$ cat src/rtl/fifo_pkg.sv
// Shared helpers for the async FIFO: Gray/binary conversion and default geometry.
package fifo_pkg;

  localparam int DEF_ADDR_WIDTH = 3;
  localparam int PTR_W          = DEF_ADDR_WIDTH + 1;
  localparam int DEPTH          = 2 ** DEF_ADDR_WIDTH;

  // Callers zero-extend narrower pointers; zero upper bits convert to zero.
  function automatic logic [31:0] bin2gray(input logic [31:0] b);
    return b ^ (b >> 1);
  endfunction

  function automatic logic [31:0] gray2bin(input logic [31:0] g);
    logic [31:0] b;
    b[31] = g[31];
    for (int i = 30; i >= 0; i--) begin
      b[i] = b[i+1] ^ g[i];
    end
    return b;
  endfunction

endpackage

$ cat src/rtl/cnt_gray.sv
// Enable-gated binary/Gray counter pair; also exposes the next Gray value for flag look-ahead.
module cnt_gray #(
  parameter int DATA_WIDTH = 4
) (
  input  logic                  clk,
  input  logic                  rst_n,
  input  logic                  en,
  output logic [DATA_WIDTH-1:0] data_bin,
  output logic [DATA_WIDTH-1:0] data_gray,
  output logic [DATA_WIDTH-1:0] gray_next
);

  logic [DATA_WIDTH-1:0] bin_next;

  assign bin_next  = data_bin + DATA_WIDTH'(en);
  assign gray_next = bin_next ^ (bin_next >> 1);

  always_ff @(posedge clk or negedge rst_n) begin
    if (!rst_n) begin
      data_bin  <= '0;
      data_gray <= '0;
    end else begin
      data_bin  <= bin_next;
      data_gray <= gray_next;
    end
  end

endmodule

$ cat src/rtl/sync_2ff.sv
// Two-flop synchroniser for a Gray-coded bus entering the local clock domain.
module sync_2ff #(
  parameter int WIDTH = 4
) (
  input  logic             clk,
  input  logic             rst_n,
  input  logic [WIDTH-1:0] d,
  output logic [WIDTH-1:0] q
);

  logic [WIDTH-1:0] q1;

  // NOTE: non-blocking assignments make q take the old q1, giving two real stages.
  always_ff @(posedge clk or negedge rst_n) begin
    if (!rst_n) begin
      q1 <= '0;
      q  <= '0;
    end else begin
      q1 <= d;
      q  <= q1;
    end
  end

endmodule

$ cat src/rtl/fifo_wr_ctrl.sv
// Async FIFO write-side controller: write pointer, RAM strobe/address, registered full flag.
// Optional registered almost_full is enabled with `define FIFO_ALMOST_FULL_EN.
module fifo_wr_ctrl
  import fifo_pkg::*;
#(
  parameter int ADDR_WIDTH = 3,
  parameter int AF_THRESH  = 2
) (
  input  logic                  clk,
  input  logic                  rst_n,
  input  logic                  wr_req,
  input  logic [ADDR_WIDTH:0]   rptr_gray_i,
  output logic                  wr_en,
  output logic [ADDR_WIDTH-1:0] wr_addr,
  output logic [ADDR_WIDTH:0]   wptr_gray,
  output logic                  full,
  output logic                  almost_full
);

  localparam int PW         = ADDR_WIDTH + 1;
  localparam int FIFO_DEPTH = 2 ** ADDR_WIDTH;

  logic [PW-1:0] rq2;
  logic [PW-1:0] wb;
  logic [PW-1:0] wg_next;
  logic          cnt_en;
  logic          full_next;

  sync_2ff #(.WIDTH(PW)) u_rptr_sync (
    .clk   (clk),
    .rst_n (rst_n),
    .d     (rptr_gray_i),
    .q     (rq2)
  );

  assign cnt_en = wr_req & ~full;
  assign wr_en  = cnt_en;

  cnt_gray #(.DATA_WIDTH(PW)) u_wptr (
    .clk       (clk),
    .rst_n     (rst_n),
    .en        (cnt_en),
    .data_bin  (wb),
    .data_gray (wptr_gray),
    .gray_next (wg_next)
  );

  assign wr_addr = wb[ADDR_WIDTH-1:0];

  // Full when the next write pointer is exactly one lap ahead of the synced read pointer.
  assign full_next = (wg_next == {~rq2[ADDR_WIDTH:ADDR_WIDTH-1], rq2[ADDR_WIDTH-2:0]});

  always_ff @(posedge clk or negedge rst_n) begin
    if (!rst_n) begin
      full <= 1'b0;
    end else begin
      full <= full_next;
    end
  end

`ifdef FIFO_ALMOST_FULL_EN
  logic [31:0]   rb_wide;
  logic [PW-1:0] rb_sync;
  logic [PW-1:0] wb_next;
  logic [PW-1:0] level;
  logic          af_next;
  logic          unused_rb_hi;

  assign rb_wide      = gray2bin(32'(rq2));
  assign rb_sync      = rb_wide[PW-1:0];
  assign unused_rb_hi = ^rb_wide[31:PW];
  assign wb_next      = wb + PW'(cnt_en);
  assign level        = wb_next - rb_sync;
  assign af_next      = (level >= PW'(FIFO_DEPTH - AF_THRESH));

  always_ff @(posedge clk or negedge rst_n) begin
    if (!rst_n) begin
      almost_full <= 1'b0;
    end else begin
      almost_full <= af_next;
    end
  end
`else
  localparam int unused_af_thresh = AF_THRESH;
  logic unused_wb_msb;

  assign unused_wb_msb = wb[ADDR_WIDTH];
  assign almost_full   = 1'b0;
`endif

endmodule

$ cat config.mk
export PLATFORM = sky130hd
export DESIGN_NAME = fifo_wr_ctrl
export DESIGN_NICKNAME = d
export VERILOG_FILES = /design/src/rtl/fifo_pkg.sv /design/src/rtl/cnt_gray.sv /design/src/rtl/sync_2ff.sv /design/src/rtl/fifo_wr_ctrl.sv
export SDC_FILE = /design/constraint.sdc
export NUM_CORES = 1
export LEC_CHECK = 0
export ABC_AREA = 0
export CORE_MARGIN = 10
export CORE_UTILIZATION = 40
export CTS_BUF_LIST = sky130_fd_sc_hd__clkbuf_8 sky130_fd_sc_hd__clkbuf_16
export DETAILED_ROUTE_END_ITERATION = 16
export PLACE_DENSITY_LB_ADDON = 0.12
export SLEW_MARGIN = 5
export SYNTH_ARGS = -nofsm -noshare
export SYNTH_HDL_FRONTEND = slang
export SYNTH_SLANG_ARGS = --single-unit
$ cat constraint.sdc
create_clock -name clk -period 1.85 [get_ports clk]
set_clock_uncertainty 0.2 [all_clocks]
set_input_delay 0.185 -clock clk [delete_from_list [all_inputs] [get_ports clk]]
set_output_delay 0.185 -clock clk [all_outputs]
set_load 0.01 [all_outputs]
# [Yosys cells after proc, flatten, opt, wreduce, memory -nomap -nowiden]
# Index checks and enable logic that the tools add are counted.
[word_totals] register_bits=17 in_bits=7 output_inout_bits=10
[classes] addsub=1 n_eq_ne=1 bitwise_logic=4
[ops] op="adder 4 x 1 -> 4 bit" count=1
[ops] op="equality test 4 bit" count=1
[ops] op="bitwise XOR 4 x 3 -> 4 bit" count=1
[ops] op="inverter 2 bit" count=1
[ops] op="AND 1 bit" count=1
[ops] op="inverter 1 bit" count=1

# [Depth between registers and ports, before layout]
[logic_depth] word_depth=5 depth_mapped=8 mapped_depth_nobuf=7

# [Cells and area by module]
# Synthesis repeated with hierarchy kept, for this count alone.
[hier_totals] hier_cells=36 area_unflattened_um2=574.3
[by_module_without_submodules] mod="cnt_gray" n_inst=1 cells_per_inst=19 area_per_inst_um2=284.0 seq_area_each_um2=175.2
[by_module_without_submodules] mod="sync_2ff" n_inst=1 cells_per_inst=8 area_per_inst_um2=200.2 seq_area_each_um2=200.2
[by_module_without_submodules] mod="fifo_wr_ctrl" n_inst=1 cells_per_inst=9 area_per_inst_um2=90.1 seq_area_each_um2=25.0

# [Worst setup path after synthesis]
# No wires, ideal clock.
[synth_path] path_type="register to register" startpoint="reg full" endpoint="reg full" setup_time_ps=120 arrival_ps=1846 t_required_ps=1530 setup_slack_ps=-317 path_stages_with_launch=8 n_path_buf=0 path_cell_list="dfrtp_1 -> nor2b_1 -> ha_1 -> ha_1 -> xor2_1 -> nand4_1 -> o311a_2 -> and4_1"
[synth_between] elab_chain_len=5
[synth_rtl] item="start: declaration" line_no="fifo_wr_ctrl.sv:16" source="output logic full,"
[synth_rtl] item="start signal: assignment" line_no="fifo_wr_ctrl.sv:57" source="full <= full_next;"
[synth_rtl] item="inverter 1 bit" line_no="fifo_wr_ctrl.sv:36" source="assign cnt_en = wr_req & ~full;"
[synth_rtl] item="AND 1 bit" line_no="fifo_wr_ctrl.sv:36"
[synth_rtl] item="via wr_en" line_no="fifo_wr_ctrl.sv:13" source="output logic wr_en,"
[synth_rtl] item="adder 4 x 1 -> 4 bit" line_no="cnt_gray.sv:15" source="assign bin_next = data_bin + DATA_WIDTH'(en);"
[synth_rtl] item="bitwise XOR 4 x 3 -> 4 bit" line_no="cnt_gray.sv:16" source="assign gray_next = bin_next ^ (bin_next >> 1);"
[synth_rtl] item="equality test 4 bit" line_no="fifo_wr_ctrl.sv:51" source="assign full_next = (wg_next == {~rq2[ADDR_WIDTH:ADDR_WIDTH-1], rq2[ADDR_WIDTH-2:0]});"
[synth_rtl] item="via full_next" line_no="fifo_wr_ctrl.sv:27" source="logic full_next;"
# The timed path passes the listed nets, and every way through them passes these cells.

# [Final worst setup path]
[layout_path] startpoint="reg full" endpoint="reg full"
[layout_between] elab_chain_len=5
[layout_rtl] item="inverter 1 bit" line_no="fifo_wr_ctrl.sv:36"
[layout_rtl] item="AND 1 bit" line_no="fifo_wr_ctrl.sv:36"
[layout_rtl] item="adder 4 x 1 -> 4 bit" line_no="cnt_gray.sv:15"
[layout_rtl] item="bitwise XOR 4 x 3 -> 4 bit" line_no="cnt_gray.sv:16"
[layout_rtl] item="equality test 4 bit" line_no="fifo_wr_ctrl.sv:51"
[layout_rtl] item="via full_next" line_no="fifo_wr_ctrl.sv:27"
# The timed path passes the listed nets, and every way through them passes these cells.

==> summary.md <==
| Metric | Value |
|---|---|
| Mapped cell area | `636 um2` |
| Ranking of synthesized cells by area | `dfrtp_1 63%, xor2_1 6.9%, xnor2_1 4.1%` |
| Slowest cell on the critical path | `dfrtp_1` |
| Switch Pwr | `0.594 mW` |
| CP Launch Type | `register` |
| Post-route ant nets | `0` |
| RSZ-0062 raised after global routing | `true` |
| Depth of the CTS H-tree | `1` |
| Gr ovfl total | `0` |
| Critical path type | `register to register` |
| Die Y | `59.9 um` |
| Vias in the first global route | `430` |
| Syn avg cell area | `13.8 um2` |
| N_diodes | `0` |
| Min Tclk post-route | `1850 ps` |
| Final hold slack | `65.1 ps` |
| Synthesized flop and latch total | `16` |
| Max Root-Sink Buffers | `2` |
| Root buffer cell | `clkbuf_8` |
| Hold-fix buffers, CTS | `0` |
| VDD IR-drop max | `0.815 mV` |
| Final WL | `1.15 mm` |
| Leakage | `0.424 nW` |
| Initial Util | `42.2%` |
| Seq/Total Area, Yosys | `63.0%` |
| Maximum number of pins on one net before global-route repair | `17` |
| Worst hold path type | `input pin to async pin` |
| Initial DRC count | `6` |
| Clock group share of total power | `16.2%` |
| First-pass GRT wire length | `1.89 mm` |
| Critical path's most frequent cell | `ha_4` |
| Share of layout cells above drive strength 1 | `28.2%` |
| Final instance area | `956 um2` |
| Mapped Nets | `55` |
| Number of setup violations in the final report | `0` |
| Crit. path cell count | `7` |
| Die area | `0.00358 mm2` |
| Cells after Synth | `46` |
| CTS tree | `yes` |
| CP startpoint | `full` |
| Chip Width | `59.9 um` |
| Worst Path Arrival | `1780 ps` |
| Setup WS pre-CTS | `-349 ps` |
| Post-DP Area | `882 um2` |
| Commonest non-fill, non-tap cell in the layout | `dfrtp_1` |
| CP delay by family, top | `simple AND/OR/NAND/NOR gates` |
| TritonCTS buffer count | `3` |
| Yosys top cell by area | `dfrtp_1` |
| Via density | `4.89` |
| PwrDens | `1910 mW/mm2` |
| Via Count | `425` |
| Core Region | `0.00151 mm2` |
| Max-Cap Viols | `0` |
| Clock sinks | `16` |
| Worst skew pair latency | `240 ps` |
| Post-Layout Cell Count | `87` |
| FF-to-FF Start | `full` |
| Most frequent cells in the layout | `16 x dfrtp_1, 13 x clkdlybuf4s50_1, 9 x buf_4` |
| CP endpoint kind | `register` |
| Setup TNS | `0 ps` |
| # DRC | `0` |
| Required @ worst endpoint | `1780 ps` |
| Slew Limit Fails | `0` |
| Final Worst Setup Slack | `4.58 ps` |
| Area delta synth->final | `50.4%` |
| Max Freq | `542 MHz` |
| Row count | `14` |
| Combinational share of power | `52.9%` |
| Slowest stage delay, CP | `400 ps` |
| Status | `finished clean` |
| Clock transition at path regs | `60 ps` |
| Sw Share | `32.4%` |
| Final hold violations | `0` |
| Crit path cell chain | `nor2b_4 -> ha_4 -> ha_4 -> xor2_2 -> nand4_1 -> o311a_2 -> and4_1` |
| # IOs | `17` |
| Unique masters post-synth | `21` |
| Internal power | `1.24 mW` |
| Global Route Usage Sum | `6.74%` |
| Wire length per cell | `13.2 um` |
| Inst Count DP | `82` |
| Layout Nets | `81` |
| Filler Cells Inserted | `118` |
| Final worst path period share | `99.8%` |
| Worst-path maximum fanout | `5` |
| Antenna violations before repair | `0` |
| Sequential share of power | `30.9%` |
| Synth top area share | `63.0%` |
| Path depth of the worst reg2reg path | `7` |
| Detailed Routing Iterations Pass 1 | `4` |
| Port buffer count | `15` |
| Synth warn | `0` |
| Post-DP HPWL | `896 um` |
| Gpl congestion | `0.662` |
| WP buf/inv | `0` |
[area by class of cell]
| cell class | instances | area, um2 | share of cell area, % |
|---|---|---|---|
| Clock buffer | 4 | 55.1 | 5.76 |
| Inverter | 1 | 3.75 | 0.393 |
| Multi-Input combinational cell | 27 | 270 | 28.3 |
| Sequential cell | 16 | 400 | 41.9 |
| Tap cell | 16 | 20.0 | 2.09 |
| Timing Repair Buffer | 23 | 206 | 21.6 |
[state kept, by name, summed over array words and instances (netlist names)]
register	cells
u_rptr_sync.q1	4
u_rptr_sync.q	4
u_wptr.data_bin	4
u_wptr.data_gray	3
full	1
[cells in the mapped netlist]
library cell,n
buf_2,1
xor2_1,5
conb_1,1
o21ai_0,2
and3_1,1
nand4_1,1
a21bo_2,1
inv_1,1
o211ai_1,1
nor2_1,2
nand3_1,1
o311a_2,1
nor2b_1,2
xnor2_1,3
and4_1,1
xor2_2,1
buf_4,1
ha_1,2
o32ai_1,1
mux2i_1,1
dfrtp_1,16
[metal layers]
layer	track usage [%]	up-vias	share of wire (%)
met5	0	-	0
li1	-	205	-
met1	8.21	206	46
met2	9.56	14	44
met4	1.92	0	0
met3	4.24	0	9.6
[metrics by stage]
step | total power, mW | utilization (%)
2_1_floorplan | 1.11 | -
3_3_place_gp | 1.51 | 58.6
3_5_place_dp | 1.51 | 58.6
4_1_cts | 1.85 | 63.1
5_1_grt | 1.96 | 63.5
6_report | 1.83 | 63.5
[worst paths after layout]
kind                                       end  slack (ps)
setup / recovery                          full           5
hold / removal             u_wptr.data_gray[2]          70
setup reg to reg                          full           5
hold reg to reg               u_rptr_sync.q[1]         150
max in group asynchronous     u_rptr_sync.q[3]        1210
min in group clk              u_rptr_sync.q[1]         150
[power by group through the flow]
stage          Combinational [mW]  Sequential (mW)  Clock [mW]
2_1_floorplan               0.515            0.596           0
3_3_place_gp                0.949            0.558           0
3_5_place_dp                0.952            0.562           0
4_1_cts                     0.978            0.567       0.306
5_1_grt                      1.06            0.580       0.323
6_report                    0.969            0.565       0.297
[what timing repair did]
| item | CTS | global route |
|---|---|---|
| setup buffers | 0 | 1 |
| resized for setup | 4 | 1 |
| gates cloned | 0 | 0 |
| pin swaps | 3 | 0 |
| setup endpoints to repair | 1 | 1 |
[cell families after synthesis]
| group | count (synthesis) | share of synthesized area, % |
|---|---|---|
| fa+ha+maj | 2 | 3.94 |
| buf+inv | 3 | 2.56 |
| flops | 16 | 63.0 |
| other cells | 1 | 0.590 |
| mux | 1 | 1.57 |
| xor+xnor | 9 | 13.6 |
| simple gates | 8 | 7.28 |
| compound gates | 6 | 7.48 |
Note: power is estimated with default switching activity, not from simulation.
